<file path="src/rtl/turn_game_pkg.sv">
// Shared constants, the player-number type and a priority helper for the
// six-player counting game.
package turn_game_pkg;

  localparam int NUM_PLAYERS        = 6;
  localparam int PLAYER_W           = 3;
  localparam int TOTAL_W            = 6;
  localparam int LOSE_TOTAL_DEFAULT = 31;
  localparam int MAX_MOVE_DEFAULT   = 5;

  typedef logic [PLAYER_W-1:0] player_t;

  // Lowest-numbered player (1-based) whose bit is set, or 0 when none is set.
  function automatic player_t lowest_player(input logic [NUM_PLAYERS-1:0] v);
    player_t r;
    r = '0;
    for (int i = NUM_PLAYERS - 1; i >= 0; i--) begin
      if (v[i]) r = player_t'(i + 1);
    end
    return r;
  endfunction

endpackage

</file>
<file path="src/rtl/turn_game_btn_edge_sync.sv">
// Two-flop synchronizer for one asynchronous button with a single-cycle
// rising-edge pulse. After reset the pulse stays disarmed until the
// synchronized button has been seen low, so a button held through reset
// release does not count as a press.
module btn_edge_sync (
  input  logic clk,
  input  logic rst,
  input  logic btn_async,
  output logic pulse
);

  logic       meta_q, meta_d;
  logic       sync_q, sync_d;
  logic       prev_q, prev_d;
  logic       armed_q, armed_d;
  logic [1:0] fill_q, fill_d;

  // Next values: shift the button through the chain, track when the chain
  // holds post-reset samples, and arm once the button is seen released.
  always_comb begin
    meta_d  = btn_async;
    sync_d  = meta_q;
    prev_d  = sync_q;
    fill_d  = {fill_q[0], 1'b1};
    armed_d = armed_q | (fill_q[1] & ~sync_q);
  end

  // Synchronizer, edge and arming registers with synchronous reset.
  always_ff @(posedge clk) begin
    if (rst) begin
      meta_q  <= 1'b0;
      sync_q  <= 1'b0;
      prev_q  <= 1'b0;
      armed_q <= 1'b0;
      fill_q  <= 2'b00;
    end else begin
      meta_q  <= meta_d;
      sync_q  <= sync_d;
      prev_q  <= prev_d;
      armed_q <= armed_d;
      fill_q  <= fill_d;
    end
  end

  assign pulse = sync_q & ~prev_q & armed_q;

endmodule

</file>
<file path="src/rtl/turn_game.sv">
// Six-player turn-based counting game core: detects button presses, checks
// turn order and move legality, accumulates the running total and latches
// the first loser until reset.
module turn_game
  import turn_game_pkg::*;
#(
  parameter int LOSE_TOTAL = LOSE_TOTAL_DEFAULT,
  parameter int MAX_MOVE   = MAX_MOVE_DEFAULT
) (
  input  logic                   clk,
  input  logic                   rst,
  input  logic [PLAYER_W-1:0]    player1,
  input  logic [PLAYER_W-1:0]    player2,
  input  logic [PLAYER_W-1:0]    player3,
  input  logic [PLAYER_W-1:0]    player4,
  input  logic [PLAYER_W-1:0]    player5,
  input  logic [PLAYER_W-1:0]    player6,
  input  logic [NUM_PLAYERS-1:0] player_clk,
  output logic [PLAYER_W-1:0]    out,
  output logic [PLAYER_W:0]      state_out
);

  logic [NUM_PLAYERS-1:0] press;

  for (genvar g = 0; g < NUM_PLAYERS; g++) begin : g_btn
    btn_edge_sync u_sync (
      .clk       (clk),
      .rst       (rst),
      .btn_async (player_clk[g]),
      .pulse     (press[g])
    );
  end

  player_t                turn_q, turn_d;
  logic [TOTAL_W-1:0]     total_q, total_d;
  logic                   lost_q, lost_d;
  player_t                loser_q, loser_d;
  logic [PLAYER_W-1:0]    out_q, out_d;
  logic [PLAYER_W:0]      state_out_q, state_out_d;

  logic [NUM_PLAYERS-1:0] turn_mask;
  logic [NUM_PLAYERS-1:0] off_turn;
  logic [PLAYER_W-1:0]    move;
  logic                   move_legal;
  logic [TOTAL_W-1:0]     sum;

  // Select the turn player's move and derive the off-turn press set.
  always_comb begin
    turn_mask = NUM_PLAYERS'(1) << (turn_q - 3'd1);
    off_turn  = press & ~turn_mask;
    unique case (turn_q)
      3'd1:    move = player1;
      3'd2:    move = player2;
      3'd3:    move = player3;
      3'd4:    move = player4;
      3'd5:    move = player5;
      3'd6:    move = player6;
      default: move = '0;
    endcase
    move_legal = (move != '0) && (move <= PLAYER_W'(MAX_MOVE));
    sum        = total_q + TOTAL_W'(move);
  end

  // Game evaluation: off-turn presses beat the turn player's press, then the
  // move value and the running total decide between a loss and a new turn.
  always_comb begin
    turn_d  = turn_q;
    total_d = total_q;
    lost_d  = lost_q;
    loser_d = loser_q;
    if (!lost_q && (press != '0)) begin
      if (off_turn != '0) begin
        lost_d  = 1'b1;
        loser_d = lowest_player(off_turn);
      end else if (!move_legal) begin
        lost_d  = 1'b1;
        loser_d = turn_q;
      end else if (sum >= TOTAL_W'(LOSE_TOTAL)) begin
        total_d = sum;
        lost_d  = 1'b1;
        loser_d = turn_q;
      end else begin
        total_d = sum;
        turn_d  = (turn_q == player_t'(NUM_PLAYERS)) ? player_t'(1)
                                                     : turn_q + 3'd1;
      end
    end
  end

  // Output values are computed from the next state so they change together.
  always_comb begin
    out_d       = lost_d ? loser_d : '0;
    state_out_d = lost_d ? {1'b1, loser_d} : {1'b0, turn_d};
  end

  // Game state and output registers with synchronous reset.
  always_ff @(posedge clk) begin
    if (rst) begin
      turn_q      <= player_t'(1);
      total_q     <= '0;
      lost_q      <= 1'b0;
      loser_q     <= '0;
      out_q       <= '0;
      state_out_q <= 4'b0001;
    end else begin
      turn_q      <= turn_d;
      total_q     <= total_d;
      lost_q      <= lost_d;
      loser_q     <= loser_d;
      out_q       <= out_d;
      state_out_q <= state_out_d;
    end
  end

  assign out       = out_q;
  assign state_out = state_out_q;

endmodule

</file>
<file path="config.mk">
export PLATFORM = sky130hd
export DESIGN_NAME = turn_game
export DESIGN_NICKNAME = d
export VERILOG_FILES = /design/src/rtl/turn_game_pkg.sv /design/src/rtl/turn_game_btn_edge_sync.sv /design/src/rtl/turn_game.sv
export SDC_FILE = /design/constraint.sdc
export NUM_CORES = 1
export LEC_CHECK = 0
export BUFFER_PORTS_ARGS = -buffer_cell sky130_fd_sc_hd__buf_2
export CAP_MARGIN = 20
export CORE_MARGIN = 2
export CORE_UTILIZATION = 50
export CTS_BUF_LIST = sky130_fd_sc_hd__clkbuf_8
export CTS_CLUSTER_SIZE = 28
export DETAILED_ROUTE_END_ITERATION = 10
export GPL_TIMING_DRIVEN = 0
export HOLD_SLACK_MARGIN = 0.06
export PLACE_DENSITY = 0.71
export SETUP_SLACK_MARGIN = 0.5
export SKIP_CTS_REPAIR_TIMING = 1
export SYNTH_ARGS = -nofsm -noshare
export SYNTH_HDL_FRONTEND = slang
export SYNTH_SLANG_ARGS = --single-unit
</file>
<file path="constraint.sdc">
create_clock -name clk -period 4.2 [get_ports clk]
set_input_delay 0.84 -clock clk [delete_from_list [all_inputs] [get_ports clk]]
set_output_delay 0.84 -clock clk [all_outputs]
set_load 0.05 [all_outputs]
</file>
# After elaboration in Yosys (flattened, before gate mapping)
# Index checks and enable logic that the tools add are counted.
# word_totals
reg_bits,56
inputBits,26
elab_cells,129
# classes
n_addsub,3
order_cmp,2
eq_ne,6
n_shift,1
mux,27
n_bitwise,40
reduce_logical,8
# op_table
cell,n
2-to-1 mux 3 bit,15
bitwise AND 1 bit,18
case mux 3 bit (6 select lines),1
NOT 1 bit,14
nonzero test 6 bit,2
2-to-1 mux 1 bit,10
"== test 3 bit, second input constant",3
adder 6 x 3 -> 6 bit,1
bitwise AND 6 bit,1
"== test 3 x 2 -> 1 bit, second input constant",2
">= comparator 6 x 5 -> 1 bit, second input constant",1
NOT 6 bit,1
OR 1 bit,6
"left shift 1 x 3 -> 6 bit, first input constant",1
2-to-1 mux 4 bit,1
"adder 3 x 1 -> 3 bit, second input constant",1
"== test 3 x 1 -> 1 bit, second input constant",1
"<= comparator 3 bit, second input constant",1
AND reduction 3 bit,1
nonzero test 3 bit,1
"subtractor 3 x 1 -> 3 bit, second input constant",1
logical AND 1 bit,2
OR reduction 2 bit,1
logical NOT 1 bit,1

# Logic depth before layout (Yosys ltp)
# Gate-level depths: netlist of run 1.
# depth
ltp_word,13
depth_mapped,18

# Modules after synthesis
# A second synthesis of run 1 with hierarchy kept.
# unflattened
cells_unflattened,288
area_unflattened_um2,2640.0
# modules_own_cells
mod,n_inst,cells_per_inst,area_each_um2,seq_area_each_um2
turn_game,1,198,1559.0,380.4
btn_edge_sync,6,15,180.2,120.1

# Worst setup path before layout of run 1
# Ideal clock, no wire load.
# synth_timing
path_type,register to register
start,reg turn_q[1]
end,reg state_out_q[2] (netlist: state_out[2])
arrival_ns,3.575
t_required_ns,4.112
path_slack_ns,0.537
path_stages_with_launch,18
path_buffers,2
period_less_slack_ns,3.663
path_cell_list,dfxtp_1 -> buf_2 -> buf_2 -> and2_1 -> ha_1 -> a22oi_1 -> o21ai_0 -> a32o_1 -> ha_1 -> inv_1 -> fa_1 -> xnor2_1 -> and3_1 -> a211o_1 -> o2bb2ai_2 -> or2_4 -> a41o_1 -> o32ai_2
# synth_via
elab_chain_len,13
elab_cells_between_ends,38
classes_between,add/sub (3); order compare (2); eq/ne (6); shift (1); mux (21); bitwise (2); reduce/logical (3)
# synth_lines
element,line_no,text
from (decl),turn_game.sv:34,"player_t turn_q, turn_d;"
from (signal assigned),turn_game.sv:99,turn_q <= player_t'(1);
from (signal assigned),turn_game.sv:106,turn_q <= turn_d;
branches (longest 12 deep; another with adder 6 x 3 -> 6 bit),-,
2-to-1 mux 4 bit (*),turn_game.sv:93,"state_out_d = lost_d ? {1'b1, loser_d} : {1'b0, turn_d};"
to (signal assigned),turn_game.sv:111,state_out_q <= state_out_d;
to (decl),turn_game.sv:39,"logic [PLAYER_W:0] state_out_q, state_out_d;"
# Every way passes the cells marked *.
# A chain may end at the register's enable or synchronous reset.

# Final worst setup path of run 1
# layout_timing
start,reg turn_q[0]
end,reg state_out_q[2] (netlist: state_out[2])
# The elaborated chain is that of the path after synthesis.

==> reports/qor.yml, run 1 <==
sta:
  max_slew.worst_pin.slew_ns: 0.681
  hold_slack_ns: 0.442
  rsz0062_at_grt: "true"
  totalNegativeSetupSlack_ns: 0
  setup_viol: 0
  final.min_clock_period_ns: 3.76
  fin_crit_sh: 0.896
  slew_viol_final: 0
  max_slew_margin: 0.542
  skew_ns: 0.00506
  fmax_mhz: 266
  final_hold_viol_count: 0
clock_network:
  htreeDepth: 2
  tritoncts: "built"
  clkTransAtPathRegs_ns: 0.08
  clock_sinks: 45
  root_buffer: "clkbuf_8"
  clk_latency_ns: 0.30
  cts_buffers: 5
  clock_path_buffers: 2
die:
  core_um2: 4380
  start_util: 0.521
  die_y_um: 71.6
  die_w_um: 71.6
  rows: 24
  dieArea_um2: 5130
  ios: 33
power_and_ir_drop:
  switchingPower_mw: 0.308
  netSwitchingFraction: 0.304
  total_power_mw: 1.01
  power_density_nw_per_um2: 339
  pwr-share-clk: 0.253
  power_frac_comb: 0.292
  p_leak_nw: 1.25
  p_int_mw: 0.706
  irDropWorstVdd_uv: 254
  p_seq_frac: 0.456
synthesis:
  syn_inst: 251
  syn_nets: 283
  yosys_register_bits: 45
  yosys_warnings: 0
  synthTopCellsByArea: "dfxtp_1 (39%), nor2_1 (4.8%), nor2b_1 (4.1%)"
  synth_edf_count: 0
  syn_area_per_cell_um2: 9.10
  synth_top_area_cell: "dfxtp_1"
  synth_common_cells: "dfxtp_1 (45), nor2_1 (29), a21oi_1 (16)"
  synth_flop_cell: "dfxtp_1"
  synthesis.area_um2: 2280
  yosysMostFrequentCell: "dfxtp_1"
  ys_async_sr_fraction: 0
  yosysTopAreaCellShare: 0.394
  yosysSeqAreaShare: 0.394
  synth_cell_types: 61
setup_path:
  startpoint_type: "flip-flop"
  arrival_ns: 3.97
  cp-end-kind: "flip-flop"
  critical_path.max_fanout: 7
  crit_type: "reg -> reg"
  worstPathRequired_ns: 4.41
route:
  wl_per_cell_um: 14.6
  wl_met3_um: 334
  ant_nets: 0
  wirelength_um: 5360
  num_vias: 2012
  highest_layer: "met4"
  met1_length_um: 2570
  vias_per_cell: 5.48
  drc: 0
  first_pass_iters: 4
  drtIter0Drc: 122
  routed-wl-met2_um: 2330
placed_design:
  gp_congestion: 0.851
  dp_cells: 335
  port-buffer-count: 32
  dp_hpwl_um: 3480
cells_and_area:
  n_antenna_cell: 0
  nets: 347
  fin_cells: 367
  n_fill_cell: 335
  drive_gt1_frac: 0.381
  syn2layout_area_growth_pct: 30.9
min_path:
  min_path_type: "reg -> reg"
grt:
  gr-total-overflow: 0
  antenna_found_initial: 0
  track_usage: 0.198
  first_global_vias: 1762
  grt_pass1_wl_um: 8010
  grt_max_degree: 15
flow_run:
  maxCapViolCount: 0
run_status:
  status: "finished clean"
==> placed cells by master, fill, tap and decap left out, types with 3 or more instances in the layout <==
cell and instances:
nand3b_1 6, buf_6 6, and2_1 5, dfxtp_1 42, buf_4 26, clkbuf_8 5, buf_2 32, dfxtp_2 3
o21ai_0 6, nand2_1 14, a21oi_1 16, mux2i_1 7, clkbuf_1 3, nor3_1 6, nor3_2 3, inv_1 12
inv_2 3, xnor2_1 4, nand2b_1 3, nor2_1 28, nand3_1 4, ha_4 4, nor2b_1 15
==> state kept, by name (all words and copies together), names as in the netlist, named ones only <==
signal	count
total_q	6
state_out	3
g_btn.u_sync.prev_q	6
g_btn.u_sync.armed_q	6
g_btn.u_sync.fill_q	2
out	3
g_btn.u_sync.prev_d	6
loser_q	3
turn_q	3
g_btn.u_sync.meta_q	6
==> critical path: stages, from the launching register on <==
cell and delay, ns:
dfxtp_2 0.32, buf_6 0.13, buf_8 0.13, and2_4 0.14, ha_4 0.17, a22o_4 0.23, a311oi_2 0.27, o32a_4 0.26
clkinv_4 0.07, ha_4 0.26, xnor2_2 0.14, and3_4 0.16, o311a_4 0.38, o2bb2ai_4 0.19, or2_4 0.30, a41o_1 0.28
o32ai_2 0.26
==> power groups by stage <==
stage	Clock [mW]	Sequential, mW	Combinational (mW)
3_3_place_gp	0	0.470	0.206
4_1_cts	0.261	0.460	0.212
2_1_floorplan	0	0.481	0.153
6_report	0.256	0.462	0.296
5_1_grt	0.282	0.464	0.321
3_5_place_dp	0	0.470	0.211
==> metal layers <==
layer,track usage,vias up
met5,0,-
met4,0.0818,0
met3,0.0478,13
met2,0.294,59
met1,0.276,945
li1,-,995
==> final cells by class <==
type | instances | area [um^2] | area share
Buffer | 13 | 120 | 0.0402
Clock inverter | 2 | 13.8 | 0.00460
Multi-Input combinational cell | 176 | 1400 | 0.467
Inverter | 17 | 72.6 | 0.0243
Tap cell | 52 | 65.1 | 0.0218
Clock buffer | 5 | 68.8 | 0.0230
Sequential cell | 45 | 905 | 0.303
Timing Repair Buffer | 57 | 348 | 0.116
==> cell families (layout without fill, tap and decap cells) <==
group | after synthesis | count (layout) | share of synthesized area
xor+xnor | 5 | 5 | 0.0192
flops | 45 | 45 | 0.394
fa+ha+maj | 6 | 6 | 0.0361
mux | 8 | 8 | 0.0351
simple gates | 104 | 104 | 0.263
compound gates | 53 | 53 | 0.184
buf+inv | 30 | 94 | 0.0679
==> per-stage QoR <==
step                      utilization  setup WS (ns)  instance area, um^2
after floorplan                     -          0.537                 2280
after global placement          0.572          0.138                 2510
after detailed placement        0.572         0.0623                 2510
after CTS                       0.591         0.0538                 2590
after global routing            0.682          0.279                 2990
final                           0.682          0.438                 2990
==> path summary, 6_finish.rpt <==
path / startpoint / to / slack, ns / cells past startpoint
setup / recovery: turn_q[0] / state_out[2] / 0.44 / 16
hold / removal: g_btn[5].u_sync.meta_q / g_btn[5].u_sync.prev_d / 0.44 / 1
setup reg to reg: turn_q[0] / state_out[2] / 0.44 / 16
hold reg to reg: g_btn[5].u_sync.meta_q / g_btn[5].u_sync.prev_d / 0.44 / 1
(Power assumes the default switching activity.)
==> run 2, diff against run 1 <==
Settings changed: SETUP_SLACK_MARGIN 0.5 to unset.
==> run 2 against run 1 <==
  * Utilization fell by 7.2 points
  * Critical endpoint is now state_out[0]
  * Total power down 6.5%
  * Fmax shrank 5.8%
  * Routed wire length decreased by 12%
  * Clock skew is 0.0014 ns lower
  * Clock power hardly changed
  * Worst setup slack worse by 0.23 ns
  * Count of clock-buffer cells in the layout unchanged
  * Largest cell class unchanged
  * Register-to-register slack worse by 0.23 ns
  * Final area down 11%
==> reports/qor.yml, run 2 (same netlist as run 1, synthesis figures left out) <==
placed_design:
  dp_hpwl_um: 3480
  gp_congestion: 0.851
  port-buffer-count: 32
die:
  die_y_um: 71.6
  die_w_um: 71.6
  rows: 24
  start_util: 0.521
  core_um2: 4380
  ios: 33
  dieArea_um2: 5130
route:
  wl_per_cell_um: 13.7
  wirelength_um: 4730
  first_pass_iters: 4
  drc: 0
  ant_nets: 0
  drtIter0Drc: 114
  vias_per_cell: 5.46
  num_vias: 1879
sta:
  max_slew.worst_pin.slew_ns: 0.647
  skew_ns: 0.00368
  final.min_clock_period_ns: 3.99
  setup_viol: 0
  fmax_mhz: 251
  totalNegativeSetupSlack_ns: 0
  slew_viol_final: 0
  final_hold_viol_count: 0
  max_slew_margin: 0.565
  fin_crit_sh: 0.950
  rsz0062_at_grt: "false"
run_status:
  status: "finished clean"
setup_path:
  crit_family: "compound AO/OA/AOI/OAI gates"
  arrival_ns: 4.16
  cp.depth: 16
  startpoint_type: "flip-flop"
  critical_path.max_fanout: 10
  crit_type: "reg -> reg"
  slowest_stage: "a311oi_4"
  path_cells: "buf_4 > buf_6 > and2_1 > ha_2 > a22o_2 > a211oi_1 > o32a_4 > clkinv_4 > ha_1 > xnor2_1 > and3_1 > a211o_1 > o2bb2ai_4 > or2_4 > a311oi_4 > a22oi_1"
  worstPathRequired_ns: 4.37
  ff2ff_path_depth: 16
  cp-end-kind: "flip-flop"
  max_stage_delay_ns: 0.35
  critPathBufInv: 3
min_path:
  holdPathStages: 1
  min_path_type: "reg -> reg"
cells_and_area:
  n_antenna_cell: 0
  drive_gt1_frac: 0.271
  nets: 324
  syn2layout_area_growth_pct: 17.1
  layout_commonest_cell: "dfxtp_1"
  layout_common_cells: "dfxtp_1 (45), buf_2 (34), nor2_1 (29)"
grt:
  grt_max_degree: 15
  grt_pass1_wl_um: 8010
  antenna_found_initial: 0
  track_usage: 0.198
  first_global_vias: 1762
  gr-total-overflow: 0
clock_network:
  root_buffer: "clkbuf_8"
  clk_latency_ns: 0.29
  tritoncts: "built"
  clock_path_buffers: 2
  clkTransAtPathRegs_ns: 0.08
  clock_sinks: 45
  cts_buffers: 5
  htreeDepth: 2
power_and_ir_drop:
  p_leak_nw: 1.12
  irDropWorstVdd_uv: 232
  total_power_mw: 0.948
  power_frac_comb: 0.244
  switchingPower_mw: 0.286
  power_density_nw_per_um2: 354
  p_int_mw: 0.662
  pwr-share-clk: 0.270
  netSwitchingFraction: 0.302
  p_seq_frac: 0.486
flow_run:
  maxCapViolCount: 0
-- run 2: cell types whose count changed in the layout (fill, tap and decap cells not counted), sizes merged --
cell / delta
buf: -23
clkinvlp: -1
inv: +1
-- run 2: power by group through the flow --
stage | combinational, mW | clock [mW] | sequential, mW
floorplan | 0.153 | 0 | 0.481
global placement | 0.206 | 0 | 0.470
detailed placement | 0.211 | 0 | 0.470
CTS | 0.212 | 0.261 | 0.460
global route | 0.256 | 0.282 | 0.463
finish | 0.232 | 0.256 | 0.460
-- run 2: final cells by class --
type / count / area (um^2)
timing repair buffer: 34 / 175
fill: 381 / 1710
clock buffer: 5 / 68.8
multi-input combinational: 176 / 1290
inverter: 17 / 68.8
clock inverter: 2 / 13.8
buffer: 13 / 96.3
sequential: 45 / 901
tap: 52 / 65.1
-- run 2: path summary, 6_finish.rpt --
path	from	endpoint	slack [ns]
worst max register to register	turn_q[0]	state_out[0]	0.21
worst min register to register	g_btn[5].u_sync.meta_q	g_btn[5].u_sync.prev_d	0.44
worst min-delay path	g_btn[5].u_sync.meta_q	g_btn[5].u_sync.prev_d	0.44
worst max-delay path	turn_q[0]	state_out[0]	0.21
-- run 2: stage by stage --
stage               setup slack, ns  cell area, um^2  instances  hold WS (ns)   util
detailed placement           0.0623             2510        335         0.421  0.572
finish                        0.208             2680        344         0.442  0.610
global route                0.00735             2680        344         0.452  0.610
CTS                          0.0538             2590        342         0.441  0.591
global placement              0.138             2510        335         0.419  0.572
floorplan                     0.537             2280        251         0.414      -
-- run 2: metal layers --
metal  vias up  routed length (um)  global-route usage
li1        949                   -                   -
met1       860                2360               0.276
met2        62                1950               0.294
met3         8                 319              0.0478
met4         0                  94              0.0818
met5         -                   0                   0
-- run 2: worst register-to-register path, delay by kind of cell, from the launching register on --
kind | cells | cell delay (ns)
buffers and inverters | 3 | 0.39
adder cells (fa/ha/maj) | 2 | 0.51
AO/OA/AOI/OAI | 7 | 1.85
AND/OR/NAND/NOR | 3 | 0.65
flip-flops | 1 | 0.30
XOR/XNOR | 1 | 0.16
